--- src/rtl/booth_sched_pkg.sv ---
// Shared constants for the booth multiplier scheduler: FSM state codes and ID width helper.
package booth_sched_pkg;

  localparam logic [1:0] ST_IDLE = 2'd0;
  localparam logic [1:0] ST_LOAD = 2'd1;
  localparam logic [1:0] ST_BUSY = 2'd2;
  localparam logic [1:0] ST_RESP = 2'd3;

  // Requester index width; never narrower than one bit.
  function automatic int unsigned id_width(input int unsigned n);
    return (n < 2) ? 1 : $clog2(n);
  endfunction

endpackage

--- src/rtl/rr_arbiter.sv ---
// Combinational round-robin arbiter: grants the first requester after ptr, cyclically.
module rr_arbiter
  import booth_sched_pkg::*;
#(
  parameter  int unsigned N  = 4,
  localparam int unsigned IW = id_width(N)
) (
  input  logic [N-1:0]  req,
  input  logic [IW-1:0] ptr,
  input  logic          en,
  output logic [N-1:0]  grant,
  output logic [IW-1:0] idx
);

  logic          found;
  logic [IW-1:0] cand;

  always_comb begin
    grant = '0;
    idx   = '0;
    found = 1'b0;
    cand  = '0;
    // Scan ptr+1 .. ptr+N so the last-served requester has lowest priority.
    for (int unsigned k = 1; k <= N; k++) begin
      cand = IW'((32'(ptr) + k) % N);
      if (en && !found && req[cand]) begin
        grant[cand] = 1'b1;
        idx         = cand;
        found       = 1'b1;
      end
    end
  end

endmodule

--- src/rtl/booth_mult.sv ---
// Round-robin scheduler sharing one external booth_mult between N requesters.
module booth_mult_sched
  import booth_sched_pkg::*;
#(
  parameter  int unsigned N        = 4,
  parameter  int unsigned W        = 8,
  parameter  int unsigned MULT_LAT = 8,
  localparam int unsigned IW       = id_width(N)
) (
  input  logic            clk,
  input  logic            rst,
  input  logic [N-1:0]    req_valid,
  input  logic [N*W-1:0]  req_a,
  input  logic [N*W-1:0]  req_b,
  output logic [N-1:0]    req_ready,
  output logic            rsp_valid,
  input  logic            rsp_ready,
  output logic [IW-1:0]   rsp_id,
  output logic [2*W-1:0]  rsp_y,
  output logic [W-1:0]    mult_a,
  output logic [W-1:0]    mult_b,
  output logic            mult_load,
  input  logic [2*W-1:0]  mult_y
);

  localparam int unsigned CW = $clog2(MULT_LAT + 1);

  logic [1:0]    state;
  logic [CW-1:0] cnt;
  logic [IW-1:0] ptr;
  logic [IW-1:0] id_q;
  logic [N-1:0]  grant;
  logic [IW-1:0] gidx;
  logic          arb_en;

  // Gated by rst so no accept strobe leaks out while reset is held.
  assign arb_en    = (state == ST_IDLE) && !rst;
  assign req_ready = grant;

  rr_arbiter #(.N(N)) u_arb (
    .req   (req_valid),
    .ptr   (ptr),
    .en    (arb_en),
    .grant (grant),
    .idx   (gidx)
  );

  always_ff @(posedge clk or posedge rst) begin
    if (rst) begin
      state     <= ST_IDLE;
      mult_load <= 1'b0;
      rsp_valid <= 1'b0;
      mult_a    <= '0;
      mult_b    <= '0;
      rsp_y     <= '0;
      rsp_id    <= '0;
      cnt       <= '0;
      id_q      <= '0;
      ptr       <= IW'(N - 1);
    end else begin
      case (state)
        ST_IDLE: begin
          if (|grant) begin
            mult_a    <= req_a[gidx*W +: W];
            mult_b    <= req_b[gidx*W +: W];
            id_q      <= gidx;
            mult_load <= 1'b1;
            state     <= ST_LOAD;
          end
        end
        ST_LOAD: begin
          mult_load <= 1'b0;
          cnt       <= CW'(MULT_LAT - 1);
          state     <= ST_BUSY;
        end
        ST_BUSY: begin
          if (cnt == '0) begin
            rsp_y     <= mult_y;
            rsp_id    <= id_q;
            rsp_valid <= 1'b1;
            state     <= ST_RESP;
          end else begin
            cnt <= cnt - 1'b1;
          end
        end
        ST_RESP: begin
          if (rsp_ready) begin
            rsp_valid <= 1'b0;
            ptr       <= id_q;
            state     <= ST_IDLE;
          end
        end
        default: state <= ST_IDLE;
      endcase
    end
  end

endmodule

--- config.mk ---
export PLATFORM = sky130hd
export DESIGN_NAME = booth_mult_sched
export DESIGN_NICKNAME = d
export VERILOG_FILES = /design/src/rtl/booth_sched_pkg.sv /design/src/rtl/rr_arbiter.sv /design/src/rtl/booth_mult.sv
export SDC_FILE = /design/constraint.sdc
export NUM_CORES = 1
export LEC_CHECK = 0
export ABC_AREA = 1
export BUFFER_PORTS_ARGS = -buffer_cell sky130_fd_sc_hd__buf_2
export CELL_PAD_IN_SITES_DETAIL_PLACEMENT = 0
export CELL_PAD_IN_SITES_GLOBAL_PLACEMENT = 1
export CORE_MARGIN = 3
export CORE_UTILIZATION = 36
export DETAILED_ROUTE_END_ITERATION = 8
export GPL_TIMING_DRIVEN = 0
export PLACE_DENSITY_LB_ADDON = 0.2
export SYNTH_ARGS = -nofsm -noshare
export SYNTH_HDL_FRONTEND = slang
export SYNTH_HIERARCHICAL = 1
export SYNTH_SLANG_ARGS = --single-unit
--- constraint.sdc ---
create_clock -name clk -period 5.2 [get_ports clk]
set_input_delay 0.52 -clock clk [delete_from_list [all_inputs] [get_ports clk]]
set_output_delay 0.52 -clock clk [all_outputs]
set_load 0.005 [all_outputs]
==> impl_metrics.yaml, run 1 <==
worst_setup_path:
  r2r-start: "ptr[0]"
  cp_max_fo: 11
  regToRegSetupSlack_ns: 2.25
  critPathCaptureType: "output port"
  crit_family: "flip-flops"
  path_depth: 11
  worstSetupPathType: "flip-flop to output port"
  reg2reg_to: "mult_a[6]"
  critPathLaunchType: "flip-flop"
  reg2reg_depth: 16
  crit_slowest_cell: "dfstp_2"
  endpoint: "req_ready[0]"
  worstPathArrival_ns: 2.49
  worstPathCellList: "inv_2 > ha_1 > inv_1 > nand3_2 > nand2_4 > nand2_2 > nor2_4 > buf_6 > nand3_1 > nand3_1 > buf_2"
  worst-path-buf-inv: 4
  cpMostUsedCell: "nand3_1"
  critPathRequiredTime_ns: 4.68
  slowest_delay_ns: 0.66
  startpoint: "ptr[0]"
power:
  powerDensity_mw_per_mm2: 543
  leakage_nw: 2.24
  peakVddDrop_uv: 194
  total_power_mw: 2.18
sta:
  rsz0062_at_grt: "false"
  holdWs_ns: 0.122
  fin_crit_sh_pct: 57.9
  final-hold-violation-count: 0
  finClkSkew_ns: 0.00797
  fin_setup_tns_ns: 0
  period_minus_slack_ns: 3.01
  report.final.setup_viol: 0
  layout_setup_ws_ns: 2.19
  slew_violations: 0
  fmax_mhz: 332
  slew_headroom_pct: 76.4
  worstMarginPinSlew_ns: 0.350
global_route:
  grt_overflow: 0
  use_met1_pct: 20.8
  grt_pass1_wl_um: 14000
  grt_util_met3_pct: 4.95
  antenna_found_initial: 0
  first_global_vias: 3084
  grt.total_usage_pct: 17.5
  use_met2_pct: 31.6
  grt_start_max_net_pins: 40
  grt_busiest_layer: "met2"
route:
  via_per_inst: 4.65
  routed_wl_um: 8450
  routedWlPerCell_um: 12.6
  num_vias: 3123
  drcViolationCount: 0
  drtPass1Iterations: 4
  drtAntennaViolNets: 0
  drt_iter0_markers: 104
floorplan:
  ioPinCount: 127
  core_area_sq_mm: 0.00830
  dieArea_sq_mm: 0.00975
  num_rows: 33
  die_w_um: 98.7
  die_h_um: 98.7
  start_util_pct: 37.3
placed_design:
  io_buffers: 126
  pre_cts_slack_ns: 2.26
  globalplace.congestion: 0.816
  dpl.hpwl_um: 6650
  placed_area_sq_mm: 0.00388
  dp.cells: 663
clock_network:
  clk_latency_ns: 0.30
  holdBufCountCts: 0
  cts_root_buffer: "clkbuf_8"
  clock_path_buffers: 2
  cts_sinks: 46
  cts_setup_buffers: 0
  cts_resized: 0
  clk_pin_slew_worst_paths_ns: 0.09
  cts.htree.levels: 2
  cts_buffers: 5
  cts_tree: "yes"
logic_synthesis:
  async_flop_share_pct: 100
  synth.avg_cell_area_sq_um: 7.18
  synthesis.area_sq_mm: 0.00310
  yosysWarnings: 6
  ys.flop_type: "dfrtp_1"
  syn_nets: 530
  synth.yosys.seq_area_share_pct: 37.3
  ys_seq_elements: 46
  synth_edf_count: 0
  postSynthCellCount: 431
  synth_cell_types: 35
finish:
  final_layout_size_suffix_gt1_share_pct: 33.0
  nNetsFinal: 664
  final_cells: 671
  multi_input_area_sq_mm: 0.00160
  ff_latch_area_sq_mm: 0.00115
  fillCellCount: 867
  area_growth_pct: 29.9
  diodes: 0
  final_area_sq_mm: 0.00402
  utilization_pct: 48.4
worst_hold_path:
  worstHoldPathType: "input port to asynchronous set/reset pin"
run:
  maxCapViolCount: 0
run_status:
  status: "completed"
final cells by class:
type	instances	area share, %
Tap cell	105	3.27
Clock inverter	2	1.49
Timing Repair Buffer	127	16.2
Clock buffer	6	2.05
Multi-Input combinational cell	325	39.8
Inverter	43	4.08
Buffer	17	4.39
Sequential cell	46	28.7
cell usage after synthesis (2+ instances only):
cell type / n / area, sq um
inv_2: 6 / 22.5
o211ai_2: 10 / 125
o21ai_1: 16 / 80.1
nand4_1: 8 / 50.1
nand3_2: 4 / 40.0
ha_1: 12 / 150
nor2_4: 2 / 22.5
inv_1: 32 / 120
o211ai_1: 3 / 22.5
clkbuf_8: 3 / 41.3
clkinv_1: 4 / 15.0
nand3_1: 27 / 135
dfrtp_1: 44 / 1100
nor2_1: 45 / 169
buf_2: 4 / 20.0
o21ai_0: 15 / 75.1
dfstp_2: 2 / 52.6
nand2_1: 168 / 631
buf_6: 6 / 67.6
nand2_2: 5 / 31.3
how the worst min path moves through the flow:
stage,to,slack (ns),cells after the start
CTS,cnt[2],0.12,2
finish,cnt[2],0.12,2
global route,cnt[1],0.12,2
detailed placement,cnt[2],0.45,2
floorplan,cnt[0],0.45,1
global placement,rsp_y[7],0.46,2
report_power, final:
part | internal [mW] | switching [mW] | total, mW
combinational | 0.507 | 0.714 | 1.22
sequential | 0.529 | 0.106 | 0.635
clock | 0.205 | 0.122 | 0.327
flip-flops by register name (all words and copies together) (netlist names):
register	flops
rsp_y	16
mult_a	8
mult_b	8
cnt	4
id_q	2
ptr	2
rsp_id	2
state	2
mult_load	1
rsp_valid	1
routing by layer:
layer | vias to the layer above | share of wire (%)
met4 | 0 | 0.96
met3 | 9 | 7.3
met5 | - | 0
met1 | 1406 | 42
met2 | 86 | 49
li1 | 1622 | -
logic make-up after synthesis:
kind of cell,count (synthesis),share of synthesized area [%]
and+or+nand+nor,266,36.4
buffers and inverters,60,11.0
AOI/OAI and AO/OA,47,10.5
DFF,46,37.3
adders and majority gates,12,4.85
cell usage in the layout, fill, tap and decap left out, types with 2 or more instances in the layout:
cell type / count
buf_12: 2
buf_2: 130
buf_6: 6
bufinv_16: 2
clkbuf_8: 9
clkinv_1: 4
dfrtp_1: 44
dfstp_2: 2
ha_1: 12
inv_1: 31
inv_2: 7
nand2_1: 168
nand2_2: 5
nand3_1: 27
nand3_2: 4
nand4_1: 8
nor2_1: 45
nor2_4: 2
o211ai_1: 3
o211ai_2: 10
o21ai_0: 15
o21ai_1: 16
No activity file was read; power rests on OpenSTA's default activity.
==> inputs of run 2 (changes only) <==
--- a/config.mk
+++ b/config.mk
@@ -10,7 +10,7 @@
 export CELL_PAD_IN_SITES_DETAIL_PLACEMENT = 0
 export CELL_PAD_IN_SITES_GLOBAL_PLACEMENT = 1
 export CORE_MARGIN = 3
-export CORE_UTILIZATION = 36
+export CORE_UTILIZATION = 34
 export DETAILED_ROUTE_END_ITERATION = 8
 export GPL_TIMING_DRIVEN = 0
 export PLACE_DENSITY_LB_ADDON = 0.2
==> constraint.sdc (replaced) <==
create_clock -name clk -period 2.9 [get_ports clk]
set_input_delay 0.29 -clock clk [delete_from_list [all_inputs] [get_ports clk]]
set_output_delay 0.29 -clock clk [all_outputs]
set_load 0.005 [all_outputs]
==> run 2 against run 1 <==
Clock power increased by 18%. Non-clock buffer count increased by 9. Sequential share of layout area decreased by 0.37 points. Via count decreased by 0.74%. Highest routed layer unchanged.
==> impl_metrics.yaml, run 2 (synthesis gave the netlist of run 1 again) <==
run_status:
  status: "completed"
route:
  via_per_inst: 4.54
  drcViolationCount: 0
  drt_iter0_markers: 69
  routed_wl_um: 8510
  num_vias: 3100
  drtPass1Iterations: 4
  routedWlPerCell_um: 12.5
  drtAntennaViolNets: 0
power:
  combinationalPowerShare_pct: 60.8
  switching_share_pct: 44.8
  seqPwrFrac_pct: 29.2
  peakVddDrop_uv: 442
  leakage_nw: 2.26
  p_switching_mw: 1.71
  clkPwrFrac_pct: 10.1
  powerDensity_mw_per_mm2: 938
  p_int_mw: 2.11
sta:
  period_minus_slack_ns: 2.67
  final-hold-violation-count: 0
  slew_headroom_pct: 78.1
  report.final.setup_viol: 0
  finClkSkew_ns: 0.00625
  layout_setup_ws_ns: 0.229
  fin_crit_sh_pct: 92.1
  holdWs_ns: 0.186
  slew_violations: 0
  worstMarginPinSlew_ns: 0.326
  rsz0062_at_grt: "false"
  fmax_mhz: 374
worst_setup_path:
  critPathLaunchType: "flip-flop"
  crit_family: "simple AND/OR/NAND/NOR gates"
  worst-path-buf-inv: 5
  worstPathCellList: "clkinvlp_4 > ha_4 > inv_1 > nand3_2 > nand2_4 > nand2_2 > nor2_4 > buf_6 > nand3_1 > nand3_1 > nor2_1 > a21oi_2 > buf_4 > clkbuf_8 > nand2_1 > nand2_1"
  worstPathArrival_ns: 2.90
  reg2reg_depth: 16
  crit_slowest_cell: "dfstp_2"
  r2r-start: "ptr[1]"
  slowest_delay_ns: 0.56
  worstSetupPathType: "flip-flop to flip-flop"
  critPathCaptureType: "flip-flop"
  reg2reg_to: "mult_b[4]"
  regToRegSetupSlack_ns: 0.23
  critPathRequiredTime_ns: 3.13
  cp_max_fo: 10
clock_network:
  cts_root_buffer: "clkbuf_8"
  clock_path_buffers: 2
  cts_tree: "yes"
  cts_buffers: 5
  cts_sinks: 46
  clk_pin_slew_worst_paths_ns: 0.09
  cts.htree.levels: 2
  clk_latency_ns: 0.29
floorplan:
  dieArea_sq_mm: 0.0103
  core_area_sq_mm: 0.00876
  die_h_um: 101
  ioPinCount: 127
  num_rows: 34
  die_w_um: 101
  start_util_pct: 35.3
finish:
  largest_reg_flops: 16
  layout_common_cells: "nand2_1 (168), buf_2 (129), nor2_1 (45), dfrtp_1 (44), inv_1 (30)"
  final_layout_size_suffix_gt1_share_pct: 34.4
  area_growth_pct: 31.6
  diodes: 0
  nNetsFinal: 673
  regMostFlops: "rsp_y"
  utilization_pct: 46.5
  final_common_cell: "nand2_1"
  biggestRegsByFlops: "rsp_y (16), mult_a (8), mult_b (8)"
  fillCellCount: 963
global_route:
  first_global_vias: 3125
  grt_pass1_wl_um: 14100
  antenna_found_initial: 0
  grt.total_usage_pct: 17.0
  grt_start_max_net_pins: 38
  grt_overflow: 0
worst_hold_path:
  hold_depth: 3
  hold_end: "rsp_y[7]"
  hold_start: "mult_y[7]"
  worstHoldPathType: "input port to flip-flop"
placed_design:
  dpl.hpwl_um: 6730
  pre_cts_slack_ns: -0.0952
  globalplace.congestion: 0.779
  io_buffers: 126
run:
  maxCapViolCount: 0
-- run 2: cell type report --
type	count	area (sq um)	area share (%)
sequential	46	1150	28.3
clock buffer	5	68.8	1.69
inverter	43	168	4.12
tap	108	135	3.32
buffer	16	174	4.27
multi-input combinational	325	1620	39.9
timing repair buffer	137	728	17.9
clock inverter	3	21.3	0.522
-- run 2: worst register-to-register path, stage by stage, from the launching register on --
cell,delay [ns]
dfstp_2,0.56
clkinvlp_4,0.15
ha_4,0.26
inv_1,0.11
nand3_2,0.11
nand2_4,0.13
nand2_2,0.08
nor2_4,0.12
buf_6,0.15
nand3_1,0.08
nand3_1,0.11
nor2_1,0.08
a21oi_2,0.26
buf_4,0.16
clkbuf_8,0.15
nand2_1,0.07
nand2_1,0.06
-- run 2: metal layers --
| metal | GRT usage [%] | up-vias | wire (um) |
|---|---|---|---|
| met5 | 0 | - | 0 |
| met4 | 2.25 | 0 | 60 |
| met3 | 4.89 | 6 | 499 |
| met2 | 30.2 | 77 | 4330 |
| met1 | 21.0 | 1374 | 3620 |
| li1 | - | 1643 | - |
-- run 2: repair_timing --
| action | CTS | global route |
|---|---|---|
| endpoints found under the setup margin | 16 | 18 |
| resized for setup | 0 | 7 |
| pin swaps | 1 | 1 |
| endpoints found under the hold margin | 9 | 0 |
| hold buffers | 1 | 0 |
| setup buffers | 3 | 6 |
-- run 2: how the worst max path moves through the flow --
| stage | from | to | slack (ns) | depth (start not counted) |
|---|---|---|---|---|
| 2_1_floorplan | ptr[0] | mult_a[5] | 0.34 | 16 |
| 3_3_place_gp | ptr[0] | mult_b[4] | -0.05 | 16 |
| 3_5_place_dp | ptr[0] | mult_a[7] | -0.1 | 16 |
| 4_1_cts | ptr[0] | mult_a[7] | 0.1 | 16 |
| 5_1_grt | ptr[1] | mult_a[7] | 0.005 | 16 |
| 6_report | ptr[1] | mult_b[4] | 0.23 | 16 |
-- run 2: per-stage QoR --
step | TNS (ns) | cell area [sq um] | instances | power (mW)
after floorplan | 0 | 3100 | 431 | 2.65
after global placement | -0.504 | 3860 | 665 | 3.34
after detailed placement | -0.841 | 3880 | 666 | 3.37
after CTS | 0 | 4000 | 678 | 3.80
after global routing | 0 | 4070 | 683 | 4.25
final | 0 | 4070 | 683 | 3.82
-- run 2: power groups by stage --
stage               combinational, mW  sequential (mW)  clock, mW
finish                           2.32             1.11      0.385
global route                     2.67             1.15      0.435
CTS                              2.28             1.12      0.408
detailed placement               2.22             1.15          0
global placement                 2.20             1.14          0
floorplan                        1.51             1.15          0
==> inputs of run 3 (changes only) <==
--- a/config.mk
+++ b/config.mk
@@ -13,7 +13,7 @@
 export CORE_UTILIZATION = 34
 export DETAILED_ROUTE_END_ITERATION = 8
 export GPL_TIMING_DRIVEN = 0
-export PLACE_DENSITY_LB_ADDON = 0.2
+export PLACE_DENSITY = 0.79
 export SYNTH_ARGS = -nofsm -noshare
 export SYNTH_HDL_FRONTEND = slang
 export SYNTH_HIERARCHICAL = 1
==> run 3 against run 2 <==
The flow now finishes with violations (negative hold slack). First-iteration DRC count is 30% higher. Fmax is 0.91% lower. Critical path depth is 1 higher. Largest power group unchanged. Clock-buffer cell count stayed put. Hold slack worse by 0.19 ns. Largest cell class unchanged.
==> impl_metrics.yaml, run 3 (synthesis gave the netlist of run 1 again) <==
run_status:
  status: "finished, violations left"
  violations: "negative hold slack"
power:
  powerDensity_mw_per_mm2: 944
  switching_share_pct: 44.9
  total_power_mw: 3.83
  p_int_mw: 2.11
  leakage_nw: 2.26
  combinationalPowerShare_pct: 60.6
  seqPwrFrac_pct: 29.2
  peakVddDrop_uv: 322
  p_switching_mw: 1.72
  clkPwrFrac_pct: 10.1
global_route:
  first_global_vias: 3035
  grt_start_max_net_pins: 29
  grt_pass1_wl_um: 14000
  antenna_found_initial: 0
  grt.total_usage_pct: 16.8
  grt_overflow: 0
worst_setup_path:
  reg2reg_depth: 17
  r2r-start: "ptr[1]"
  cp_max_fo: 10
  worstSetupPathType: "flip-flop to flip-flop"
  critPathCaptureType: "flip-flop"
  reg2reg_to: "mult_a[7]"
  critPathRequiredTime_ns: 3.10
  regToRegSetupSlack_ns: 0.20
  worstPathArrival_ns: 2.89
  critPathLaunchType: "flip-flop"
  startpoint: "ptr[1]"
sta:
  fmax_mhz: 371
  period_minus_slack_ns: 2.70
  slew_violations: 0
  worstMarginPinSlew_ns: 0.423
  final-hold-violation-count: 7
  holdWs_ns: -0.00430
  fin_crit_sh_pct: 92.9
  finClkSkew_ns: 0.00975
  slew_headroom_pct: 71.8
  report.final.setup_viol: 0
  fin_setup_tns_ns: 0
  rsz0062_at_grt: "false"
  layout_setup_ws_ns: 0.205
floorplan:
  die_h_um: 101
  num_rows: 34
  die_w_um: 101
  start_util_pct: 35.3
  ioPinCount: 127
  dieArea_sq_mm: 0.0103
  core_area_sq_mm: 0.00876
finish:
  largest_reg_flops: 16
  nNetsFinal: 672
  area_growth_pct: 31.2
  final_cells: 682
  diodes: 0
  biggestRegsByFlops: "rsp_y (16), mult_a (8), mult_b (8)"
  regMostFlops: "rsp_y"
  layout_common_cells: "nand2_1 (168), buf_2 (128), nor2_1 (45), dfrtp_1 (44), inv_1 (29)"
  final_layout_size_suffix_gt1_share_pct: 34.7
  final_common_cell: "nand2_1"
placed_design:
  dp.cells: 666
  pre_cts_slack_ns: -0.0669
  dpl.hpwl_um: 6800
  globalplace.congestion: 0.819
  io_buffers: 126
clock_network:
  holdBufCountCts: 0
  clk_pin_slew_worst_paths_ns: 0.09
  cts_buffers: 5
  clock_path_buffers: 2
  cts_sinks: 46
  cts_root_buffer: "clkbuf_8"
  cts.htree.levels: 2
  cts_tree: "yes"
  clk_latency_ns: 0.30
route:
  routed_wl_um: 8560
  drt_iter0_markers: 90
  routedWlPerCell_um: 12.6
  via_per_inst: 4.51
  num_vias: 3078
  drcViolationCount: 0
  drtAntennaViolNets: 0
  drtPass1Iterations: 4
run:
  maxCapViolCount: 0
worst_hold_path:
  worstHoldPathType: "input port to asynchronous set/reset pin"
## run 3: cell types whose count changed in the layout (fill, tap and decap cells not counted), sizes merged
cell,before,now
clkinvlp,2,1
dlygate4sd3,1,0
inv,38,39
clkbuf,8,10
buf,149,147
## run 3: critical path, stage by stage, from the launching register on
cell,delay [ns]
dfstp_2,0.62
clkinvlp_4,0.16
ha_4,0.26
inv_2,0.08
nand3_2,0.09
nand2_4,0.13
nand2_2,0.08
nor2_4,0.12
buf_6,0.14
nand3_1,0.07
nand3_1,0.15
buf_6,0.18
clkbuf_8,0.18
nand2_1,0.07
o211ai_2,0.06
nand2_1,0.08
nand2_1,0.06
nand2_1,0.05
## run 3: worst max path at each step
stage | cells after the start | endpoint
CTS | 16 | mult_b[4]
detailed placement | 16 | mult_b[7]
floorplan | 16 | mult_a[5]
global placement | 16 | mult_b[2]
finish | 17 | mult_a[7]
global route | 15 | id_q[0]
## run 3: what timing repair did
action,in CTS,in global routing
setup buffers,1,8
resized for setup,0,6
pin swaps,0,1
gates cloned,0,0
setup endpoints to repair,12,22
hold endpoints to repair,0,0
## run 3: per-layer routing
layer,share of wire (%),vias to the layer above,wire length (um),global-route usage (%)
met5,0,-,0,0
met4,1.4,0,124,4.50
met3,6.4,11,545,4.82
met2,47,89,4010,27.8
met1,45,1337,3890,21.5
li1,-,1641,-,-
## run 3: layout make-up
cell class                 count  area [sq um]
inverter                      43           168
buffer                        16           174
fill                         915          4700
clock inverter                 3          18.8
multi-input combinational    325          1620
sequential                    46          1150
clock buffer                   5          68.8
timing repair buffer         136           718
tap                          108           135
## run 3: metrics by stage
step           hold slack (ns)  util, %  instance area (sq um)
3_5_place_dp             0.332     44.3                   3880
4_1_cts                0.00150     45.4                   3980
2_1_floorplan            0.400        -                   3100
6_report              -0.00430     46.3                   4060
5_1_grt                 0.0151     46.3                   4060
3_3_place_gp             0.455     44.1                   3860
## run 3: power groups by stage
stage | clock, mW | sequential (mW) | combinational [mW]
final | 0.388 | 1.12 | 2.32
after global placement | 0 | 1.14 | 2.18
after floorplan | 0 | 1.15 | 1.51
after CTS | 0.407 | 1.12 | 2.23
after detailed placement | 0 | 1.14 | 2.20
after global routing | 0.436 | 1.16 | 2.64
